<file path="src/rtl/sudoku_pkg.sv">
// Shared constants, step-state encoding and cell-addressing helpers for the
// sudoku pipeline stages.
package sudoku_pkg;

    localparam int N      = 9;
    localparam int CELLS  = N * N;
    localparam int CELL_W = 4;
    localparam int GRID_W = CELLS * CELL_W;
    localparam int IDX_W  = 7;
    localparam int RC_W   = 4;

    typedef enum logic [1:0] {
        WAIT = 2'd0,
        SHOW = 2'd1,
        DONE = 2'd2
    } step_state_t;

    function automatic logic [IDX_W-1:0] cell_index(input logic [RC_W-1:0] row,
                                                    input logic [RC_W-1:0] col);
        return IDX_W'(row) * IDX_W'(N) + IDX_W'(col);
    endfunction

    // 81:1 nibble mux; a constant-index loop keeps the part-selects static.
    function automatic logic [CELL_W-1:0] cell_nibble(input logic [GRID_W-1:0] g,
                                                      input logic [IDX_W-1:0] idx);
        logic [CELL_W-1:0] nib;
        nib = '0;
        for (int k = 0; k < CELLS; k++) begin
            if (idx == IDX_W'(k)) nib = g[k*CELL_W +: CELL_W];
        end
        return nib;
    endfunction

endpackage

</file>
<file path="src/rtl/button_conditioner.sv">
// Push-button front end: 2-flop synchronizer, stable-count debounce and a
// one-cycle pulse on each debounced rising edge.
module button_conditioner #(
    parameter int DEBOUNCE_CYCLES = 4
) (
    input  logic clk,
    input  logic reset,
    input  logic raw,
    output logic press
);

    localparam int CNT_W = (DEBOUNCE_CYCLES < 2) ? 1 : $clog2(DEBOUNCE_CYCLES);

    logic             sync1;
    logic             sync2;
    logic             level;
    logic             level_d;
    logic [CNT_W-1:0] cnt;

    always_ff @(posedge clk) begin
        if (reset) begin
            sync1   <= 1'b0;
            sync2   <= 1'b0;
            level   <= 1'b0;
            level_d <= 1'b0;
            cnt     <= '0;
        end else begin
            sync1   <= raw;
            sync2   <= sync1;
            level_d <= level;
            // cnt tracks consecutive samples that disagree with the current level
            if (sync2 == level) begin
                cnt <= '0;
            end else if (cnt == CNT_W'(DEBOUNCE_CYCLES - 1)) begin
                level <= sync2;
                cnt   <= '0;
            end else begin
                cnt <= cnt + 1'b1;
            end
        end
    end

    assign press = level & ~level_d;

endmodule

</file>
<file path="src/rtl/grid_cell_stepper.sv">
// Display stage: snapshots the solved grid and steps row/column/digit out
// one cell per debounced button press.
module grid_cell_stepper
    import sudoku_pkg::*;
#(
    parameter int DEBOUNCE_CYCLES = 4
) (
    input  logic              clk,
    input  logic              reset,
    input  logic              solved,
    input  logic [GRID_W-1:0] grid,
    input  logic              next,
    output logic [3:0]        D1,
    output logic [3:0]        D2,
    output logic [3:0]        D3,
    output logic              shown_all,
    output logic              busy
);

    step_state_t       state;
    step_state_t       state_nxt;
    logic [RC_W-1:0]   row;
    logic [RC_W-1:0]   col;
    logic [RC_W-1:0]   row_nxt;
    logic [RC_W-1:0]   col_nxt;
    logic [GRID_W-1:0] snap;
    logic [GRID_W-1:0] snap_nxt;
    logic [CELL_W-1:0] nib_nxt;
    logic              press;

    button_conditioner #(
        .DEBOUNCE_CYCLES(DEBOUNCE_CYCLES)
    ) u_btn (
        .clk  (clk),
        .reset(reset),
        .raw  (next),
        .press(press)
    );

    always_ff @(posedge clk) begin
        if (reset) state <= WAIT;
        else       state <= state_nxt;
    end

    always_comb begin
        state_nxt = state;
        row_nxt   = row;
        col_nxt   = col;
        snap_nxt  = snap;
        case (state)
            // a press coinciding with capture is deliberately dropped here
            WAIT: begin
                if (solved) begin
                    snap_nxt  = grid;
                    row_nxt   = '0;
                    col_nxt   = '0;
                    state_nxt = SHOW;
                end
            end
            SHOW: begin
                if (press) begin
                    if (row == RC_W'(N - 1) && col == RC_W'(N - 1)) begin
                        state_nxt = DONE;
                    end else if (col == RC_W'(N - 1)) begin
                        col_nxt = '0;
                        row_nxt = row + 1'b1;
                    end else begin
                        col_nxt = col + 1'b1;
                    end
                end
            end
            DONE: begin
                if (press) begin
                    row_nxt   = '0;
                    col_nxt   = '0;
                    state_nxt = SHOW;
                end
            end
            default: state_nxt = WAIT;
        endcase
        nib_nxt = cell_nibble(snap_nxt, cell_index(row_nxt, col_nxt));
    end

    // Outputs are driven from next-state values so they land on the same edge.
    always_ff @(posedge clk) begin
        if (reset) begin
            row       <= '0;
            col       <= '0;
            snap      <= '0;
            D1        <= '0;
            D2        <= '0;
            D3        <= '0;
            busy      <= 1'b0;
            shown_all <= 1'b0;
        end else begin
            row  <= row_nxt;
            col  <= col_nxt;
            snap <= snap_nxt;
            if (state_nxt != WAIT) begin
                D1 <= row_nxt + 1'b1;
                D2 <= col_nxt + 1'b1;
                D3 <= nib_nxt;
            end
            busy      <= (state_nxt == SHOW);
            shown_all <= (state_nxt == DONE);
        end
    end

endmodule

</file>
<file path="config.mk">
export PLATFORM = sky130hd
export DESIGN_NAME = grid_cell_stepper
export DESIGN_NICKNAME = d
export VERILOG_FILES = /design/src/rtl/sudoku_pkg.sv /design/src/rtl/button_conditioner.sv /design/src/rtl/grid_cell_stepper.sv
export SDC_FILE = /design/constraint.sdc
export NUM_CORES = 1
export LEC_CHECK = 0
export CAP_MARGIN = 20
export CORE_ASPECT_RATIO = 0.6
export CORE_MARGIN = 2
export CORE_UTILIZATION = 31
export DETAILED_ROUTE_END_ITERATION = 12
export GPL_TIMING_DRIVEN = 0
export PLACE_DENSITY = 0.52
export SETUP_SLACK_MARGIN = 0.05
export SYNTH_ARGS = -nofsm -noshare
export SYNTH_HDL_FRONTEND = slang
export SYNTH_SLANG_ARGS = --single-unit
</file>
<file path="constraint.sdc">
create_clock -name clk -period 12.3 [get_ports clk]
set_input_delay 1.23 -clock clk [delete_from_list [all_inputs] [get_ports clk]]
set_output_delay 1.23 -clock clk [all_outputs]
set_load 0.1 [all_outputs]
</file>
# --- Word-level counts from Yosys, hierarchy flattened ---
# Index checks and enable logic that the tools add are counted.
word_totals:
  ff_bits: 354
  latchBits: 0
  ram_bits: 0
  romBits: 0
  input_bits: 328
  out_inout_bits: 14
  elab_cells: 218
  n_memories: 0
classes:
  n_addsub: 6
  n_mul: 1
  div: 0
  n_lt_le_gt_ge: 0
  n_eq_ne: 88
  shifts: 0
  muxes: 100
  bitwise_logic: 3
  reduce_logical: 6
op_table:
  columns: ["cell", "count"]
  rows:
  - ["two-way mux 324 bit", 2]
  - ["two-way mux 4 bit", 91]
  - ["== test 7 x 6 -> 1 bit (second input constant)", 32]
  - ["== test 7 bit (second input constant)", 17]
  - ["== test 7 x 5 -> 1 bit (second input constant)", 16]
  - ["== test 7 x 4 -> 1 bit (second input constant)", 8]
  - ["== test 7 x 3 -> 1 bit (second input constant)", 4]
  - ["case mux 4 bit (3 select lines)", 2]
  - ["adder 4 x 1 -> 4 bit (second input constant)", 4]
  - ["== test 7 x 2 -> 1 bit (second input constant)", 2]
  - ["== test 4 bit (second input constant)", 2]
  - ["two-way mux 2 bit", 4]
  - ["adder 7 x 4 -> 7 bit", 1]
  - ["== test 7 x 1 -> 1 bit (second input constant)", 1]
  - ["logical NOT 7 bit", 1]
  - ["multiplier 4 x 4 -> 7 bit (second input constant)", 1]
  - ["== test 2 bit (second input constant)", 3]
  - ["case mux 2 bit (3 select lines)", 1]
  - ["== test 2 x 1 -> 1 bit (second input constant)", 2]
  - ["OR reduction 3 bit", 1]
  - ["adder 2 x 1 -> 2 bit (second input constant)", 1]
  - ["logical NOT 2 bit", 1]
  - ["NOT 1 bit", 2]
  - ["AND reduction 2 bit", 1]
  - ["4 further kinds", 4]

# --- Depth between registers and ports, before layout ---
depth:
  word_depth: 89
  ltp_mapped: 24
  mapped_depth_nobuf: 21

# --- Hierarchy ---
# From an unflattened synthesis, not the netlist that was laid out.
hier_totals:
  cells_unflattened: 1889
  area_unflattened_um2: 16792.4
modules_own_cells:
  columns: ["mod", "instances", "cells_per_inst", "area_each_um2", "seq_area_each_um2"]
  rows:
  - ["grid_cell_stepper", 1, 1873, 16590.9, 6966.7]
  - ["button_conditioner", 1, 16, 201.4, 120.1]

# --- Least setup slack after synthesis ---
# No wires, ideal clock.
synth_timing:
  kind: "input port to flip-flop"
  start: "in solved"
  end: "reg D3[2]"
  setup_ps: 123
  arrival_ps: 5000
  t_required_ps: 12177
  slack_ps: 7177
  cell_stages: 18
  n_path_buf: 2
  path_cell_list: "nor2_1 o21ai_0 o21ai_0 a32o_1 ha_1 ha_1 fa_1 xnor2_2 buf_2 buf_2 nor2_2 nand2_1 o22ai_1 a2111o_1 a221oi_2 o21ai_0 a21oi_1 a21oi_1"
synth_via:
  elab_chain_len: 86
  word_cells_on_any_way: 173
  cone_classes: "add/sub: 1; mul: 1; eq/ne: 80; mux: 89; reduce/logical: 2"
synth_lines:
  columns: ["element", "line", "rtl"]
  rows:
  - ["start: declaration", "grid_cell_stepper.sv:10", "input logic solved,"]
  - ["two-way mux 4 bit *", "grid_cell_stepper.sv:53", "if (solved) begin"]
  - ["case mux 4 bit (3 select lines) *", "grid_cell_stepper.sv:50", "case (state)"]
  - ["net row_nxt[1]", "grid_cell_stepper.sv:24", "logic [RC_W-1:0] row_nxt;"]
  - ["multiplier 4 x 4 -> 7 bit *", "sudoku_pkg.sv:20", "return IDX_W'(row) * IDX_W'(N) + IDX_W'(col);"]
  - ["adder 7 x 4 -> 7 bit *", "sudoku_pkg.sv:20", null]
  - ["logical NOT 7 bit", "sudoku_pkg.sv:29", "if (idx == IDX_W'(k)) nib = g[k*CELL_W +: CELL_W];"]
  - ["two-way mux 4 bit (80 in series)", "sudoku_pkg.sv:29", null]
  - ["two-way mux 4 bit *", "sudoku_pkg.sv:29", null]
  - ["end signal: assignment", "grid_cell_stepper.sv:102", "D3 <= nib_nxt;"]
  - ["end: declaration", "grid_cell_stepper.sv:15", "output logic [3:0] D3,"]
# Mark *: on every way through the listed nets, which the timed path passes. The rest lies on a longest branch.
# A chain may end at the register's enable or synchronous reset.

# --- Worst setup path after layout ---
layout_timing:
  start: "in solved"
  end: "reg D3[3]"
# The elaborated chain is that of the path after synthesis.

==> impl_metrics.tcl <==
set metrics [dict create \
    cts.clk_slew.worst_paths_ps 60 \
    synth.avg_cell_area_um2 8.78 \
    outcome "completed" \
    leakage_nw 9.00 \
    worst_setup_path_end_kind "flop" \
    yosys-top-cells-area "dfxtp_1 (41%), mux2i_1 (17%), nor2_1 (7.9%)" \
    hold_viol_final 0 \
    syn_area_um2 17100 \
    nets 2690 \
    hp-class "flop to flop" \
    cts_resized 0 \
    dieArea_um2 57100 \
    power.sequential.fraction_pct 42.5 \
    switching_share_pct 29.2 \
    drv_slew 0 \
    die_h_um 186 \
    syn-num-nets 2294 \
    yosysSeqAreaShare_pct 41.5 \
    worst_pin_slew_ps 1300 \
    start_util_pct 31.5 \
    coreArea_um2 54300 \
    synth_compound_area_share_pct 17.0 \
    slew-limit-headroom_pct 13.6 \
    hold_buffers 0 \
    firstDrtPassIters 6 \
    cp_max_fo 10 \
    synth_xor_xnor_area_share_pct 0.564 \
    setup_violations 0 \
    fmax_mhz 122 \
    cts_tree "built" \
    rows 66 \
    ys_types 89 \
    grt_pass1_vias 16932 \
    met2_wirelength_um 41100 \
    antenna_found_initial 10 \
    regArea_um2 7090 \
    rr_endpoint "D3[2]" \
    post-dp-hpwl_um 82900 \
    met1_length_um 50100 \
    grt_max_degree 16 \
    routed_wl_um 106000 \
    r2r_start "state[1]" \
    rrSetupSlack_ps 4450 \
    synth_top_family_by_area "multiplexers" \
    clockBufferDepth 3 \
    powerDensity_nw_per_um2 128 \
    clockRootBuffer "clkbuf_16" \
    die_x_um 307 \
    min_period_over_period_pct 66.8 \
    grt_overflow 0 \
    wl_met3_um 12300 \
    total_switching_power_mw 0.850 \
    critPathKind "input port to flop" \
    drv_cap 0 \
    fin_setup_tns_ps 0 \
    power_mw 2.91 \
    multi_input_area_um2 9220 \
    gp_congestion 1.01 \
    fin_crit_ps 8220 \
    drive_gt1_share_pct 7.06 \
    muxShareOfSynthArea_pct 17.6 \
    synthCells 1947 \
    io_buffers 341 \
    synth.top_cell.area_share_pct 41.5 \
    hold_path_depth 1 \
    post_cts_buffers 0 \
    arrival_ps 8680 \
    syn_to_final_growth_pct 33.4 \
    grt_use_total_pct 36.1 \
    worstHoldEndpoint "u_btn.cnt[0]" \
    synth_edf_count 0 \
    finClkSkew_ps 19.7 \
    synth-main-ff-cell "dfxtp_1" \
    wl_per_cell_um 34.5 \
    dr.max_layer_used "met5" \
    p_clk_share_pct 39.7 \
    drtIter0Drc 2422 \
    final_antenna_net_count 0 \
    htree_num_levels 2 \
    yosysMostFrequentCell "nor2_1" \
    ys_async_sr_fraction_pct 0 \
    rsz0062_at_grt "false" \
    clock_latency_ps 560 \
    io_pins 342 \
    yosysWarnings 0 \
    vias_per_cell 5.86 \
    drc 0 \
    p_int_mw 2.06 \
    synthTopCellsByCount "nor2_1 (361), dfxtp_1 (354), mux2i_1 (286)" \
    fillerInstances 5435 \
    hold_start "u_btn.cnt[0]" \
    vias 18075 \
    ys_seq_elements 354 \
    crit_required_ps 12760 \
    critPathLaunchType "input port" \
    peakVddDrop_mv 0.0758 \
    synth-simple-area-share_pct 17.2 \
    grt_pass1_wl_um 141000 \
    synth_largest_area_cell "dfxtp_1" \
    clock_sinks 354 \
    p_comb_share_pct 17.8 \
    cts_buffers 37 \
    reg2reg_depth 20 \
    synth_fa_ha_area_share_pct 1.43 \
]
[power groups by stage]
stage	Clock [mW]	Combinational [mW]	Sequential, mW
after floorplan	0	0.229	1.27
after global placement	0	0.502	1.26
after detailed placement	0	0.503	1.26
after CTS	1.16	0.506	1.24
after global routing	1.20	0.536	1.24
final	1.15	0.517	1.24
[metal layers]
layer	track usage, %	vias up
met5	0	-
met4	9.27	2
met3	8.72	150
met2	49.9	1135
met1	55.0	8997
li1	-	7791
[how the worst max path moves through the flow]
stage | startpoint | end | slack [ps] | cells after the start
after global routing | solved | D3[2] | 4070 | 19
final | solved | D3[3] | 4080 | 20
after CTS | solved | D3[3] | 4460 | 20
after floorplan | solved | D3[2] | 7180 | 18
after global placement | solved | D3[3] | 3800 | 20
after detailed placement | solved | D3[3] | 3920 | 20
[placed cells by master, fill, tap and decap left out, types with 8 or more instances in the layout]
master           instances
dfxtp_1                354
clkbuf_16               37
nor2b_1                 22
nor2_1                 361
a211oi_1                15
a22oi_1                 13
inv_1                   13
nand2_1                156
o21ai_0                 82
buf_2                   14
o211ai_1                21
and3_1                  10
nor3_1                  22
a31oi_1                 23
clkbuf_1                91
nor4_1                   9
buf_4                   18
a21oi_1                114
o221ai_1                10
ha_1                    18
nand3_1                 42
nand2b_1                 8
mux2i_1                286
clkdlybuf4s50_1        341
a221oi_1                17
o22ai_1                 42
buf_6                   24
[worst max-delay path: stages]
cell             delay (ps)
clkdlybuf4s50_1         720
nor2_1                  120
o21ai_0                 480
o21ai_0                 240
a32o_1                  350
ha_1                    300
ha_1                    230
fa_1                    720
inv_1                   140
clkbuf_1                280
buf_2                   300
nor2_2                  730
nand2_1                 700
clkbuf_1                470
o22ai_1                 580
o21ai_0                 290
o2bb2ai_1               190
nand4b_1                160
nand4b_1                190
a31oi_1                 230
[kinds of logic after synthesis]
kind of cell / count (synthesis)
xor gates and xnor gates: 8
AOI/OAI and AO/OA: 438
muxes: 296
buffers and inverters: 154
DFF: 354
and+or+nand+nor: 678
adders and majority gates: 19
[cell type report]
class	count	share of cell area, %
clock inverters	16	0.675
clock buffers	47	4.45
multi-input cells	1439	40.4
diodes	5	0.0549
well taps	714	3.92
plain buffers	140	3.34
inverters	14	0.236
repair buffers	357	15.8
flip-flops and latches	354	31.1
[stage by stage]
step | setup WS, ps | cells | hold slack, ps | cell area, µm² | util (%)
after global routing | 4070 | 3081 | 444 | 22800 | 41.9
after detailed placement | 3920 | 3014 | 413 | 21600 | 39.7
after CTS | 4460 | 3077 | 422 | 22700 | 41.8
after global placement | 3800 | 3002 | 414 | 21400 | 39.4
final | 4080 | 3086 | 439 | 22800 | 42.0
after floorplan | 7180 | 1947 | 397 | 17100 | -
[sequential cells by signal, indices dropped and copies added (netlist names)]
| register | cells |
|---|---|
| shown_all | 1 |
| busy | 1 |
| u_btn.level_d | 1 |
| D1 | 4 |
| u_btn.cnt | 2 |
| u_btn.sync2 | 1 |
| u_btn.level | 1 |
| row | 4 |
| col | 4 |
| D2 | 4 |
| D3 | 4 |
| snap | 324 |
| state | 2 |
| u_btn.sync1 | 1 |
No activity file was read; power rests on OpenSTA's default activity.
